==> src/rtl/pe_inst_seq.sv <==
// Instruction sequencer: walks a length table and streams shared operand addresses to a dot-product PE.
// Latency: first beat 2 cycles after start, one bubble between instructions, done 1 cycle after the last result lands.
// Backpressure: stall holds rd_addr/iter and suppresses pe_vld_i; PE results are always accepted while busy.
module pe_inst_seq #(
    parameter int INST_NUM = 4,
    parameter int ITER_W   = 8,
    parameter int ADDR_W   = 16,
    parameter int RES_W    = 32,
    parameter int INST_AW  = $clog2(INST_NUM)
) (
    input  logic               clk,
    input  logic               rst,
    input  logic               start,
    input  logic [ADDR_W-1:0]  base_addr,
    input  logic [INST_AW:0]   inst_count,
    output logic [INST_AW-1:0] inst_rd_addr,
    input  logic [ITER_W-1:0]  inst_rd_data,
    input  logic               stall,
    output logic [ADDR_W-1:0]  rd_addr,
    output logic               pe_vld_i,
    output logic [1:0]         pe_ctl,
    input  logic [RES_W-1:0]   pe_result,
    input  logic               pe_vld_o,
    output logic               res_wr_en,
    output logic [INST_AW-1:0] res_wr_addr,
    output logic [RES_W-1:0]   res_wr_data,
    output logic               busy,
    output logic               done,
    output logic               err_zero
);

    typedef enum logic [2:0] {
        S_IDLE,
        S_FETCH,
        S_ISSUE,
        S_DRAIN,
        S_DONE
    } state_t;

    localparam logic [INST_AW:0]  NUM_L    = (INST_AW+1)'(INST_NUM);
    localparam logic [INST_AW:0]  CNT_ONE  = (INST_AW+1)'(1);
    localparam logic [ITER_W-1:0] ITER_ONE = ITER_W'(1);
    localparam logic [ADDR_W-1:0] ADDR_ONE = ADDR_W'(1);

    state_t              state_q;
    logic [INST_AW:0]    cnt_q;       // instructions in this run (already clamped)
    logic [INST_AW:0]    ptr_q;       // next table entry to fetch
    logic [INST_AW:0]    issued_q;    // instructions actually issued (zero-length ones excluded)
    logic [INST_AW:0]    res_cnt_q;   // results written so far
    logic [INST_AW:0]    res_cnt_d;
    logic [ITER_W-1:0]   len_q;
    logic [ITER_W-1:0]   iter_q;
    logic [ADDR_W-1:0]   rd_addr_q;
    logic                err_zero_q;

    logic                beat;
    logic                first_beat;
    logic                last_beat;
    logic                res_wr;

    // Beat qualification and result capture are combinational so stall takes effect the same cycle.
    always_comb begin
        beat       = (state_q == S_ISSUE) & ~stall;
        first_beat = beat & (iter_q == '0);
        last_beat  = beat & (iter_q == (len_q - ITER_ONE));
        res_wr     = pe_vld_o & (state_q != S_IDLE);
        res_cnt_d  = res_wr ? (res_cnt_q + CNT_ONE) : res_cnt_q;
    end

    assign inst_rd_addr = ptr_q[INST_AW-1:0];
    assign rd_addr      = rd_addr_q;
    assign pe_vld_i     = beat;
    assign pe_ctl       = {last_beat, first_beat};
    assign res_wr_en    = res_wr;
    assign res_wr_addr  = res_cnt_q[INST_AW-1:0];
    assign res_wr_data  = pe_result;
    assign busy         = (state_q != S_IDLE);
    assign done         = (state_q == S_DONE);
    assign err_zero     = err_zero_q;

    // Sequencer FSM plus all run counters; reset aborts any run in flight.
    always_ff @(posedge clk or posedge rst) begin
        if (rst) begin
            state_q    <= S_IDLE;
            cnt_q      <= '0;
            ptr_q      <= '0;
            issued_q   <= '0;
            res_cnt_q  <= '0;
            len_q      <= '0;
            iter_q     <= '0;
            rd_addr_q  <= '0;
            err_zero_q <= 1'b0;
        end else begin
            // Results can land in any busy state, including the bubble and drain cycles.
            res_cnt_q <= res_cnt_d;
            case (state_q)
                S_IDLE: begin
                    if (start) begin
                        cnt_q      <= (inst_count > NUM_L) ? NUM_L : inst_count;
                        rd_addr_q  <= base_addr;
                        ptr_q      <= '0;
                        issued_q   <= '0;
                        res_cnt_q  <= '0;
                        err_zero_q <= 1'b0;
                        state_q    <= S_FETCH;
                    end
                end
                S_FETCH: begin
                    if (ptr_q == cnt_q) begin
                        state_q <= S_DRAIN;
                    end else if (inst_rd_data == '0) begin
                        // Zero-length entries take no beats and no result slot.
                        err_zero_q <= 1'b1;
                        ptr_q      <= ptr_q + CNT_ONE;
                    end else begin
                        len_q   <= inst_rd_data;
                        iter_q  <= '0;
                        state_q <= S_ISSUE;
                    end
                end
                S_ISSUE: begin
                    if (beat) begin
                        rd_addr_q <= rd_addr_q + ADDR_ONE;
                        iter_q    <= iter_q + ITER_ONE;
                    end
                    if (last_beat) begin
                        ptr_q    <= ptr_q + CNT_ONE;
                        issued_q <= issued_q + CNT_ONE;
                        state_q  <= S_FETCH;
                    end
                end
                S_DRAIN: begin
                    // Compare against the post-write count so a result landing now finishes the run.
                    if (res_cnt_d == issued_q) begin
                        state_q <= S_DONE;
                    end
                end
                S_DONE: begin
                    state_q <= S_IDLE;
                end
                default: begin
                    state_q <= S_IDLE;
                end
            endcase
        end
    end

endmodule
==> config.mk <==
export PLATFORM = sky130hd
export DESIGN_NAME = pe_inst_seq
export DESIGN_NICKNAME = d
export VERILOG_FILES = /design/src/rtl/pe_inst_seq.sv
export SDC_FILE = /design/constraint.sdc
export NUM_CORES = 1
export LEC_CHECK = 0
export ABC_AREA = 0
export CAP_MARGIN = 15
export CORE_ASPECT_RATIO = 0.5
export CORE_MARGIN = 4
export CORE_UTILIZATION = 45
export CTS_BUF_LIST = sky130_fd_sc_hd__clkbuf_4
export DETAILED_ROUTE_END_ITERATION = 7
export PLACE_DENSITY = 0.92
export SETUP_SLACK_MARGIN = 0.02
export SYNTH_ARGS = -nofsm -noshare
export SYNTH_HDL_FRONTEND = slang
export SYNTH_SLANG_ARGS = --single-unit
==> constraint.sdc <==
create_clock -name clk -period 3.2 [get_ports clk]
set_input_delay 0.64 -clock clk [delete_from_list [all_inputs] [get_ports clk]]
set_output_delay 0.64 -clock clk [all_outputs]
set_load 0.005 [all_outputs]
# Word-level counts from Yosys, hierarchy flattened
# Cells that the tools add are included.
[op_classes]
mux = 28
n_eq_ne = 15
bitwise = 7
add_sub_neg = 6
order_cmp = 1
reduce_logical = 16
[op_table]
columns = ["operator", "count"]
rows = [
  ["$mux W3", 14],
  ["$mux W16", 2],
  ["$pmux W16 S2", 1],
  ["$mux W8", 3],
  ["$add A16 B1 Y16 const B", 1],
  ["$logic_not A8 Y1", 2],
  ["$pmux W8 S2", 1],
  ["$ne A2 B2 Y1 const B", 7],
  ["$pmux W3 S4", 1],
  ["$reduce_and A4 Y1", 3],
  ["$add A3 B1 Y3 const B", 3],
  ["$pmux W3 S3", 1],
  ["$reduce_and A3 Y1", 3],
  ["$add A8 B1 Y8 const B", 1],
  ["$eq A8 B8 Y1", 1],
  ["$sub A8 B1 Y8 const B", 1],
  ["$eq A3 B2 Y1 const B", 2],
  ["$eq A3 B3 Y1", 2],
  ["$pmux W3 S2", 1],
  ["$reduce_bool A2 Y1", 3],
  ["$reduce_bool A3 Y1", 2],
  ["$reduce_and A5 Y1", 1],
  ["$and A1 B1 Y1", 4],
  ["$eq A3 B1 Y1 const B", 1],
  ["other kinds (8)", 12],
]
[totals]
register_bits = 48
input_bits = 64

# Depth between registers and ports, before layout
[depth]
depth_word = 6
ltp_mapped = 11
depth_no_buf = 9

# Worst setup path before layout
# Ideal clock, no wire load.
[synth_timing]
kind = "register to output"
from = "reg len_q[0]"
to = "out pe_ctl[1]"
path_buffers = 2
slack_ns = 0.786
path_stages_with_launch = 9
arrival_ns = 1.774
t_required_ns = 2.560
cell_sequence = "dfrtp_1 inv_1 ha_1 o21bai_1 a2111oi_0 a311o_1 o211a_1 buf_6 buf_4"
[synth_between]
elab_chain_len = 3
[synth_rtl]
columns = ["item", "line_no", "text"]
rows = [
  ["start: declaration", "51", "logic [ITER_W-1:0] len_q;"],
  ["start signal: assignment", "116", "len_q <= inst_rd_data;"],
  ["$sub A8 B1 Y8", "65", "last_beat = beat & (iter_q == (len_q - ITER_ONE));"],
  ["$eq A8 B8 Y1", "65", ""],
  ["$and A1 B1 Y1", "65", ""],
  ["end: declaration", "21", "output logic [1:0] pe_ctl,"],
]
# No other way between the ends.

# Worst setup path after layout
# Same ends and word-level chain as after synthesis.

==> impl_metrics.toml <==
[status]
outcome = "finished, final reports clean"

[synth]
yosys.area_share.simple = 0.217
postSynthAreaPerCell_um2 = 8.68
yosysSeqAreaShare = 0.374
synth.largest_area_cell = "dfrtp_1"
synth_warnings = 0
synth_mux_area_frac = 0.0378
synth_fp_nets = 441
synthAdderAreaFrac = 0.0273
yosys.area_share.xor_xnor = 0.0654
synth_top_area_share = 0.374
synthTopCellsByArea = "dfrtp_1 (37%), buf_4 (8.9%), xor2_1 (4.4%)"
ys_async_sr_fraction = 1.00
synth-compound-area-share = 0.153
netlist_instances = 370
yosysUniqueCellTypes = 56
ys.flop_type = "dfrtp_1"
synth_edf_count = 0
ys_seq_elements = 48
synth_top_family_by_area = "simple AND/OR/NAND/NOR gates"
netlist_area_um2 = 3210

[floorplanning]
io_pins = 123
rows = 21
die_x_um = 127
start_util = 0.472
dieArea_um2 = 8640
core_area_um2 = 6810
die_h_um = 67.7

[clock_tree]
cts-root-buf = "clkbuf_4"
clock_path_buffers = 2
cts.clk_slew.worst_paths_ps = 140
cts_tree = "done"
clk-insertion-delay-late_ps = 370
htreeDepth = 2
cts_buffers = 5
cts.sinks = 48
cts_hold_buf = 0

[finish]
postLayoutCoreUtil = 0.546
layout-drive-gt1-share = 0.115
fin_area_um2 = 3710
area_growth_pct = 15.6
fin_cells = 485
mostFrequentLayoutCells = "clkdlybuf4s50_1 (58), dfrtp_1 (44), nor2_1 (36)"
nets = 463
fill_cells = 553
antenna_cells = 0
final_common_cell = "clkdlybuf4s50_1"

[worst_setup_path]
end_kind = "output pin"
arrival_ps = 2430
crit_required_ps = 2560
regToRegStartpoint = "len_q[5]"
crit_path_start = "len_q[0]"
cp_max_fo = 6
crit_type = "flip-flop to output pin"
critPathLaunchType = "flip-flop"

[routing]
drc_errors = 0
dr.first_iter.drc_count = 254
wl_met1_um = 3160
routed_wl_um = 7330
vias = 2722
wire_per_inst_um = 15.1
via_per_inst = 5.61
first_pass_iters = 5
dr_wl_met2_um = 3600
met3WireLength_um = 410
ant_nets = 0
highest_layer = "met4"

[timing]
setup_viol = 0
fin_crit_ps = 3070
rsz0062_at_grt = "false"
postLayoutSetupSlackWorst_ps = 126
hold_violations = 0
finClkSkew_ps = 13.8
max_freq_ghz = 0.325
drv_slew = 0
tightest_slew_ps = 674
holdWs_ps = 512
relSlewSlack = 0.550
setup_tns_ps = 0
fin_crit_sh = 0.961

[power]
p_leak_nw = 1.60
p_per_area_nw_per_um2 = 867
p_total_mw = 3.22
ir_drop_mv = 0.326

[place]
placed_cells = 471
post_dp_cell_area_um2 = 3590
routabilityCongestion = 0.838
io_buffers = 58
post-place-ws_ps = 166
hpwl_um = 5120

[global_route]
antenna_found_initial = 0
grt_pass1_wl_um = 11500
grt_pass1_vias = 2448
track_usage = 0.165
overflow = 0
grt_max_degree = 32

[worst_hold_path]
hp-start = "cnt_q[0]"
hold_path.class = "flip-flop to flip-flop"

[run]
drv_cap = 0
worst paths after layout:
| kind | slack (ps) | depth (start not counted) | end |
|---|---|---|---|
| min reg2reg | 510 | 2 | cnt_q[0] |
| max | 130 | 7 | pe_ctl[1] |
| min | 510 | 2 | cnt_q[0] |
| max reg2reg | 880 | 7 | ptr_q[1] |
| max in group asynchronous | 1980 | 3 | len_q[3] |
| min in group asynchronous | 640 | 2 | ptr_q[0] |
worst max-delay path: stages (launching register included):
cell and delay [ps]:
dfrtp_2 390, inv_1 50, ha_2 210, and2_1 190, o21a_1 200, o31ai_2 300
o211a_1 220, clkdlybuf4s50_1 500
state kept, by name, indices dropped and copies added, names as in the netlist:
register	flops
state_q	3
issued_q	3
err_zero	1
iter_q	8
res_cnt_q	3
rd_addr	16
ptr_q	3
cnt_q	3
len_q	8
power breakdown:
group	total [mW]	internal [mW]	switching, mW
sequential	1.15	0.845	0.308
combinational	1.77	0.876	0.896
clock	0.293	0.0925	0.200
total	3.22	1.81	1.40
cell type report:
cell class,count,area [um^2],area share
clock buffer,6,45.0,0.0121
clock inverter,2,11.3,0.00303
inverter,10,37.5,0.0101
multi-input combinational,257,1630,0.438
sequential,48,1210,0.325
tap,92,115,0.0310
timing repair buffer,70,671,0.181
synthesized netlist by cell type, types with 3 or more instances:
master,count
nor4_1,3
mux2_2,9
a21o_1,3
nand2b_1,4
o21a_1,3
a31oi_1,6
ha_1,7
dfrtp_1,48
nand4_1,8
nand2_1,33
o22a_1,4
buf_4,38
buf_2,6
nor3_1,8
o31ai_1,3
clkbuf_1,8
xor2_1,16
and2_1,4
and3_1,8
inv_1,9
xnor2_1,8
a211oi_1,3
o21ai_0,20
nand3_1,11
a21oi_1,24
and4_1,3
nor2_1,36
cells by family (layout without fill, tap and decap cells):
kind of cell | count (synthesis) | in the layout
and+or+nand+nor | 136 | 136
AOI/OAI and AO/OA | 79 | 79
buffers and inverters | 65 | 88
DFF | 48 | 48
xor gates and xnor gates | 24 | 24
muxes | 11 | 11
adders and majority gates | 7 | 7
per-layer routing:
| layer | track usage | up-vias |
|---|---|---|
| met2 | 0.284 | 100 |
| met5 | 0 | - |
| met4 | 0.0628 | 0 |
| li1 | - | 1306 |
| met1 | 0.208 | 1292 |
| met3 | 0.0363 | 24 |
what timing repair did:
| item | 4_1_cts | 5_1_grt |
|---|---|---|
| setup endpoints to repair | 1 | 1 |
| gates resized for setup | 2 | 7 |
| hold endpoints to repair | 0 | 0 |
| setup buffers | 2 | 3 |
| pin swaps | 0 | 3 |
Note: power is estimated with default switching activity, not from simulation.
